==> src/rtl/serial_subtractor_pkg.sv <==
// serial_sub_pkg: shared state encoding and default operand width for the
// bit-serial subtractor.
package serial_sub_pkg;

  localparam int DEFAULT_WIDTH = 8;

  typedef enum logic [1:0] {
    IDLE  = 2'd0,
    SHIFT = 2'd1,
    DONE  = 2'd2
  } state_t;

endpackage

==> src/rtl/serial_subtractor_full_subtractor.sv <==
// full_subtractor: one-bit combinational subtractor cell, d = a - b - bin.
// Used as the single arithmetic cell of serial_subtractor and usable on its own.
module full_subtractor (
  input  logic a,
  input  logic b,
  input  logic bin,
  output logic d,
  output logic bout
);

  // Difference bit and borrow-out of a single bit position.
  always_comb begin
    d    = a ^ b ^ bin;
    bout = (~a & b) | (~(a ^ b) & bin);
  end

endmodule

==> src/rtl/serial_subtractor.sv <==
// serial_subtractor: bit-serial WIDTH-bit subtractor, diff = a - b, LSB first,
// one full_subtractor cell reused every cycle. One result per WIDTH+2 cycles.
// Optional signed-overflow output ovf is built when SERIAL_SUB_OVERFLOW_EN
// is defined.
//
//   state | meaning
//   IDLE  | waiting for start; results held
//   SHIFT | one operand bit pair processed per edge
//   DONE  | diff/borrow valid, done pulses for one cycle
module serial_subtractor
  import serial_sub_pkg::*;
#(
  parameter int WIDTH = DEFAULT_WIDTH
) (
  input  logic             clk,
  input  logic             rst,
  input  logic             start,
  input  logic [WIDTH-1:0] a,
  input  logic [WIDTH-1:0] b,
  output logic             busy,
  output logic             done,
  output logic [WIDTH-1:0] diff,
  output logic             borrow
`ifdef SERIAL_SUB_OVERFLOW_EN
  ,
  output logic             ovf
`endif
);

  localparam int CW = (WIDTH > 1) ? $clog2(WIDTH) : 1;

  state_t           state, state_nx;
  logic [WIDTH-1:0] a_sr, b_sr, res_sr;
  logic             bin;
  logic [CW-1:0]    cnt;
  logic             cell_d, cell_bout;
  logic             last_bit;
  logic             accept;

  full_subtractor u_cell (
    .a    (a_sr[0]),
    .b    (b_sr[0]),
    .bin  (bin),
    .d    (cell_d),
    .bout (cell_bout)
  );

  assign last_bit = (cnt == CW'(WIDTH - 1));
  assign accept   = (state == IDLE) && start;

  // State register.
  always_ff @(posedge clk) begin
    if (rst) state <= IDLE;
    else     state <= state_nx;
  end

  // Next-state decode and handshake outputs.
  always_comb begin
    state_nx = state;
    busy     = 1'b0;
    done     = 1'b0;
    case (state)
      IDLE:  if (start) state_nx = SHIFT;
      SHIFT: begin
        busy = 1'b1;
        if (last_bit) state_nx = DONE;
      end
      DONE: begin
        done     = 1'b1;
        state_nx = IDLE;
      end
      default: state_nx = IDLE;
    endcase
  end

  // Operand/result shift registers, running borrow and bit counter.
  // The counter holds on the last bit so it never wraps for power-of-two widths.
  always_ff @(posedge clk) begin
    if (rst) begin
      a_sr   <= '0;
      b_sr   <= '0;
      res_sr <= '0;
      bin    <= 1'b0;
      cnt    <= '0;
    end else if (accept) begin
      a_sr   <= a;
      b_sr   <= b;
      res_sr <= '0;
      bin    <= 1'b0;
      cnt    <= '0;
    end else if (state == SHIFT) begin
      a_sr   <= a_sr >> 1;
      b_sr   <= b_sr >> 1;
      res_sr <= {cell_d, res_sr[WIDTH-1:1]};
      bin    <= cell_bout;
      if (!last_bit) cnt <= cnt + 1'b1;
    end
  end

  // Result registers, updated only on the edge that enters DONE.
  always_ff @(posedge clk) begin
    if (rst) begin
      diff   <= '0;
      borrow <= 1'b0;
    end else if ((state == SHIFT) && last_bit) begin
      diff   <= {cell_d, res_sr[WIDTH-1:1]};
      borrow <= cell_bout;
    end
  end

`ifdef SERIAL_SUB_OVERFLOW_EN
  logic a_msb, b_msb;

  // Captured operand sign bits and signed overflow; the last cell output is diff's MSB.
  always_ff @(posedge clk) begin
    if (rst) begin
      a_msb <= 1'b0;
      b_msb <= 1'b0;
      ovf   <= 1'b0;
    end else if (accept) begin
      a_msb <= a[WIDTH-1];
      b_msb <= b[WIDTH-1];
    end else if ((state == SHIFT) && last_bit) begin
      ovf <= (a_msb ^ b_msb) & (cell_d ^ a_msb);
    end
  end
`endif

endmodule

==> config.mk <==
export PLATFORM = sky130hd
export DESIGN_NAME = serial_subtractor
export DESIGN_NICKNAME = d
export VERILOG_FILES = /design/src/rtl/serial_subtractor_pkg.sv /design/src/rtl/serial_subtractor_full_subtractor.sv /design/src/rtl/serial_subtractor.sv
export SDC_FILE = /design/constraint.sdc
export NUM_CORES = 1
export LEC_CHECK = 0
export CORE_MARGIN = 2
export CORE_UTILIZATION = 45
export CTS_BUF_LIST = sky130_fd_sc_hd__clkbuf_16
export DETAILED_ROUTE_END_ITERATION = 10
export GPL_TIMING_DRIVEN = 0
export MAX_ROUTING_LAYER = met4
export PLACE_DENSITY = 0.72
export SLEW_MARGIN = 15
export SYNTH_ARGS = -nofsm -noshare
export SYNTH_HDL_FRONTEND = slang
export SYNTH_HIERARCHICAL = 1
export SYNTH_SLANG_ARGS = --single-unit
==> constraint.sdc <==
create_clock -name clk -period 1.8 [get_ports clk]
set_input_delay 0.54 -clock clk [delete_from_list [all_inputs] [get_ports clk]]
set_output_delay 0.54 -clock clk [all_outputs]
set_load 0.1 [all_outputs]
After elaboration in Yosys (flattened, before gate mapping)
Index checks and enable logic that the tools add are counted.

operators by class
  mux-type cells = 9
  eq/ne operators = 5
  bitwise logic cells = 8
  add/sub/neg operators = 1
  reductions and logical operators = 7

operators with widths
  operator             number
  $mux 8               4
  $mux 2               2
  $ne 2x2->1 const B   2
  $pmux 2 s2           1
  $reduce_and 2->1     2
  $add 3x1->3 const B  1
  $eq 3x3->1 const B   1
  $not 1->1            3
  $and 1x1->1          2
  $eq 2x1->1 const B   1
  $eq 2x2->1 const B   1
  $logic_and 1x1->1    2
  $logic_not 2->1      1
  $mux 1               2
  $reduce_bool 2->1    1
  $reduce_or 2->1      1
  $xor 1x1->1          2
  $or 1x1->1           1

storage, ports and cells
  logic and storage cells = 38
  output and inout bits = 11
  bits of input ports = 19
  bits in registers = 39

Depth between registers and ports, before layout
  depth after elaboration = 4
  gate-level depth with buffers = 5
  depth with buffers taken out = 5

Hierarchy
The synthesis kept the hierarchy.

modules (own cells, without submodules)
  module             seq. area each (um2)  area an instance (um2)  cells an instance  times used
  serial_subtractor  760.7                 1,656.6                 201                1
  full_subtractor    0.0                   31.3                    4                  1

Least setup slack after synthesis
No wires, ideal clock.

  path type = register to output
  start = register state[1]
  end = output done
  arrival = 2.198 ns
  stages on the path, launching flop included = 4
  setup slack = -0.938 ns
  buffers on the path = 2
  required time = 1.260 ns
  path through = dfxtp_1 > buf_2 > buf_1 > nor2b_1

between the ends
  word-level cells in the longest chain between the ends = 2

ends and longest elaborated chain
  element                   line                     RTL
  start: declaration        serial_subtractor.sv:32  state_t state, state_nx;
  start signal: assignment  serial_subtractor.sv:54  else state <= state_nx;
  $eq 2x2->1                serial_subtractor.sv:62  case (state)
  $mux 1                    serial_subtractor.sv:62
  end: declaration          serial_subtractor.sv:21  output logic done,

Every way passes these cells.

Worst setup path in the final report
  start = register state[1]
  end = output busy

between the ends
  word-level cells in the longest chain between the ends = 2

ends and longest elaborated chain
  element           line                     RTL
  $eq 2x1->1        serial_subtractor.sv:62
  $mux 1            serial_subtractor.sv:62
  end: declaration  serial_subtractor.sv:20  output logic busy,

Every way passes these cells.

==> metrics <==
Max-Cap Viols=0; Reg clk slew, reported paths=0.05 ns; Slew Limit Fails=0; TritonCTS Sinks=38; Worst Hold End=diff[3]; CTS Buffer Depth=2; area grow syn2layout=32.02%; n_diodes=0; Final Cycle Share=97.46%; Pleak=0.8280 nW; Inst Count DP=281; Std-Cell Rows=22; H-tree Lvls=2; die area=about 0.0043 mm2; pin count of the biggest net entering global routing=12; Cell Area, Placed=0.002039 mm2; chip height=about 65 um; total wire length=3.659 mm; Top delay family on crit path=flip-flops; CTS tree=yes; VDD IR-drop max=0.5081 mV; Synth area leaders=dfxtp_1, a21oi_1, nand2_1; Power Dens Cells=876.3 mW/mm2; Hold WC Path Type=reg2reg; cells along the critical path=or2b_1 -> inv_2 -> buf_6 -> buf_12; Critical-path top delay cell=dfxtp_4; final setup fails=0; Final Instance Count excl. Fillers=289; Mapped Nets=227; syn avg cell area=8.234 um2; number of global-route vias before repair=1,370; Worst R2R Path Depth=5; Initial DRT Pass Iterations=4; Placement Setup Slack=-0.8215 ns; f_max=about 570 MHz; hold_sp=diff[3]; Final HPWL DP=between 2 and 3 mm; clock root cell=clkbuf_16; Top Ports=30; Worst Tran Pin Value=0.5551 ns; worst skew pair latency=0.28 ns; Die X=~65 um; Max-slew headroom=63.17%; DR vias=1,472; drt wl/cell=about 13 um; TritonCTS Buffers=5; top cell type by total area after synthesis=dfxtp_1; Worst Path Buf+Inv=3; Mapped Cells=205; final core utilization=61.33%; WS Path Type=reg2out; FF-to-FF setup slack=about 0.3 ns; initial antenna violation count=0; starting density of the core=46.45%; DR vias/cell=5.093; Worst setup SP type=register; Synth warnings=6; total gr overflow=0; Final Power=1.953 mW; core area=0.003633 mm2; cell area after synthesis=0.001688 mm2; Detail Route Antenna Nets=0; most frequent cell after synthesis=dfxtp_1; Min-Delay Path Depth=2; Initial DRC Count=~100; # hold bufs at CTS=0; gpl congestion=0.7539; fill count=336; share of cells above drive strength 1=17.01%; Total Routing Usage GR=around a fifth; Commonest cells post-synth=dfxtp_1, a21oi_1, nand2_1, nor2_1; Critical Path RT=1.26 ns; DRC violations left=0; Post-Layout Inst Area=0.002228 mm2; CP Max Fanout=5; EDFF count, synth=0; Final WS setup=0.04564 ns; Post-synth top flop=dfxtp_1; run status=finished, final reports clean; CP arrival=1.21 ns; FF+latch count, synth=38; ys async rst share=0%; first-pass GRT wire length=6.320 mm; Final Critical Period=about 1.8 ns; CP peak stage delay=0.35 ns; Yosys top cell area share=45.07%; Final Hold Fails=0; RR Startpoint=cnt[0]; IO Port Bufs=28; crit end category=output port; nets=~260; worst setup skew after layout=0.005958 ns; post-synth cell types=33; post-synthesis sequential area ratio=45.07%; R2R Path End=borrow
sequential cells by signal (all words and copies together) (netlist names):
| register | flops |
|---|---|
| cnt | 3 |
| bin | 1 |
| b_sr | 8 |
| borrow | 1 |
| diff | 8 |
| res_sr | 7 |
| state | 2 |
| a_sr | 8 |
worst min-delay path, stage by stage (launching register included):
cell	delay [ns]
dfxtp_1	0.30
nand2_1	0.05
a21oi_1	0.05
report_power, final:
part | total (mW) | internal (mW) | switching, mW | leakage [nW]
sequential | 0.895 | 0.877 | 0.0181 | 0.311
combinational | 0.245 | 0.123 | 0.123 | 0.447
clock | 0.812 | 0.499 | 0.313 | 0.0694
total | 1.95 | 1.50 | 0.454 | 0.828
repair_timing:
action                                  CTS  global route
resized for setup                        51             1
endpoints found under the setup margin   16             1
setup buffers                             2             1
layer usage:
layer	up-vias	routed length (um)	global-route usage, %
li1	763	-	-
met1	669	1794	26.81
met2	36	1647	29.21
met3	4	172	6.336
met4	0	44	7.031
met5	-	0	-
through the flow:
step / TNS [ns] / hold WS, ns
6_report: 0 / 0.4539
3_5_place_dp: -9.284 / 0.4475
4_1_cts: -0.02516 / 0.4536
2_1_floorplan: 0 / 0.4363
5_1_grt: -0.006824 / 0.4736
3_3_place_gp: -9.708 / 0.4437
cells by family after synthesis:
family | count (synthesis) | synth area share, %
xor gates and xnor gates | 1 | 0.5190
buffers and inverters | 19 | 5.707
AOI/OAI and AO/OA | 41 | 12.90
adders and majority gates | 3 | 2.668
and+or+nand+nor | 103 | 33.14
DFF | 38 | 45.07
area by class of cell:
| class | instances | area, um2 | share of cell area, % |
|---|---|---|---|
| Inverter | 4 | 15.01 | 0.6738 |
| Clock buffer | 5 | 125.1 | 5.615 |
| Buffer | 13 | 82.58 | 3.706 |
| Tap cell | 48 | 60.06 | 2.695 |
| Multi-Input combinational cell | 148 | 838.3 | 37.62 |
| Sequential cell | 38 | 764.5 | 34.31 |
| Clock inverter | 2 | 10.01 | 0.4492 |
| Timing Repair Buffer | 31 | 332.8 | 14.94 |
worst max-delay path by stage:
stage	startpoint	end	slack (ns)	depth (start not counted)
after global placement	state[1]	done	-0.82	4
after CTS	state[1]	done	-0.03	4
after global routing	state[1]	busy	-0.007	4
final	state[1]	busy	0.05	4
after floorplan	state[1]	done	0.04	3
after detailed placement	state[1]	done	-0.82	4
cell usage in the layout (no fill, tap or decap), drive strengths merged, types with 9 or more instances in the layout:
cell type       n
a21oi          34
buf            12
clkbuf         11
clkdlybuf4s15   9
clkdlybuf4s50  16
dfxtp          38
nand2          27
nand2b         13
nand3           9
nor2           18
nor3           14
or3b           14
Note: power is estimated with default switching activity, not from simulation.
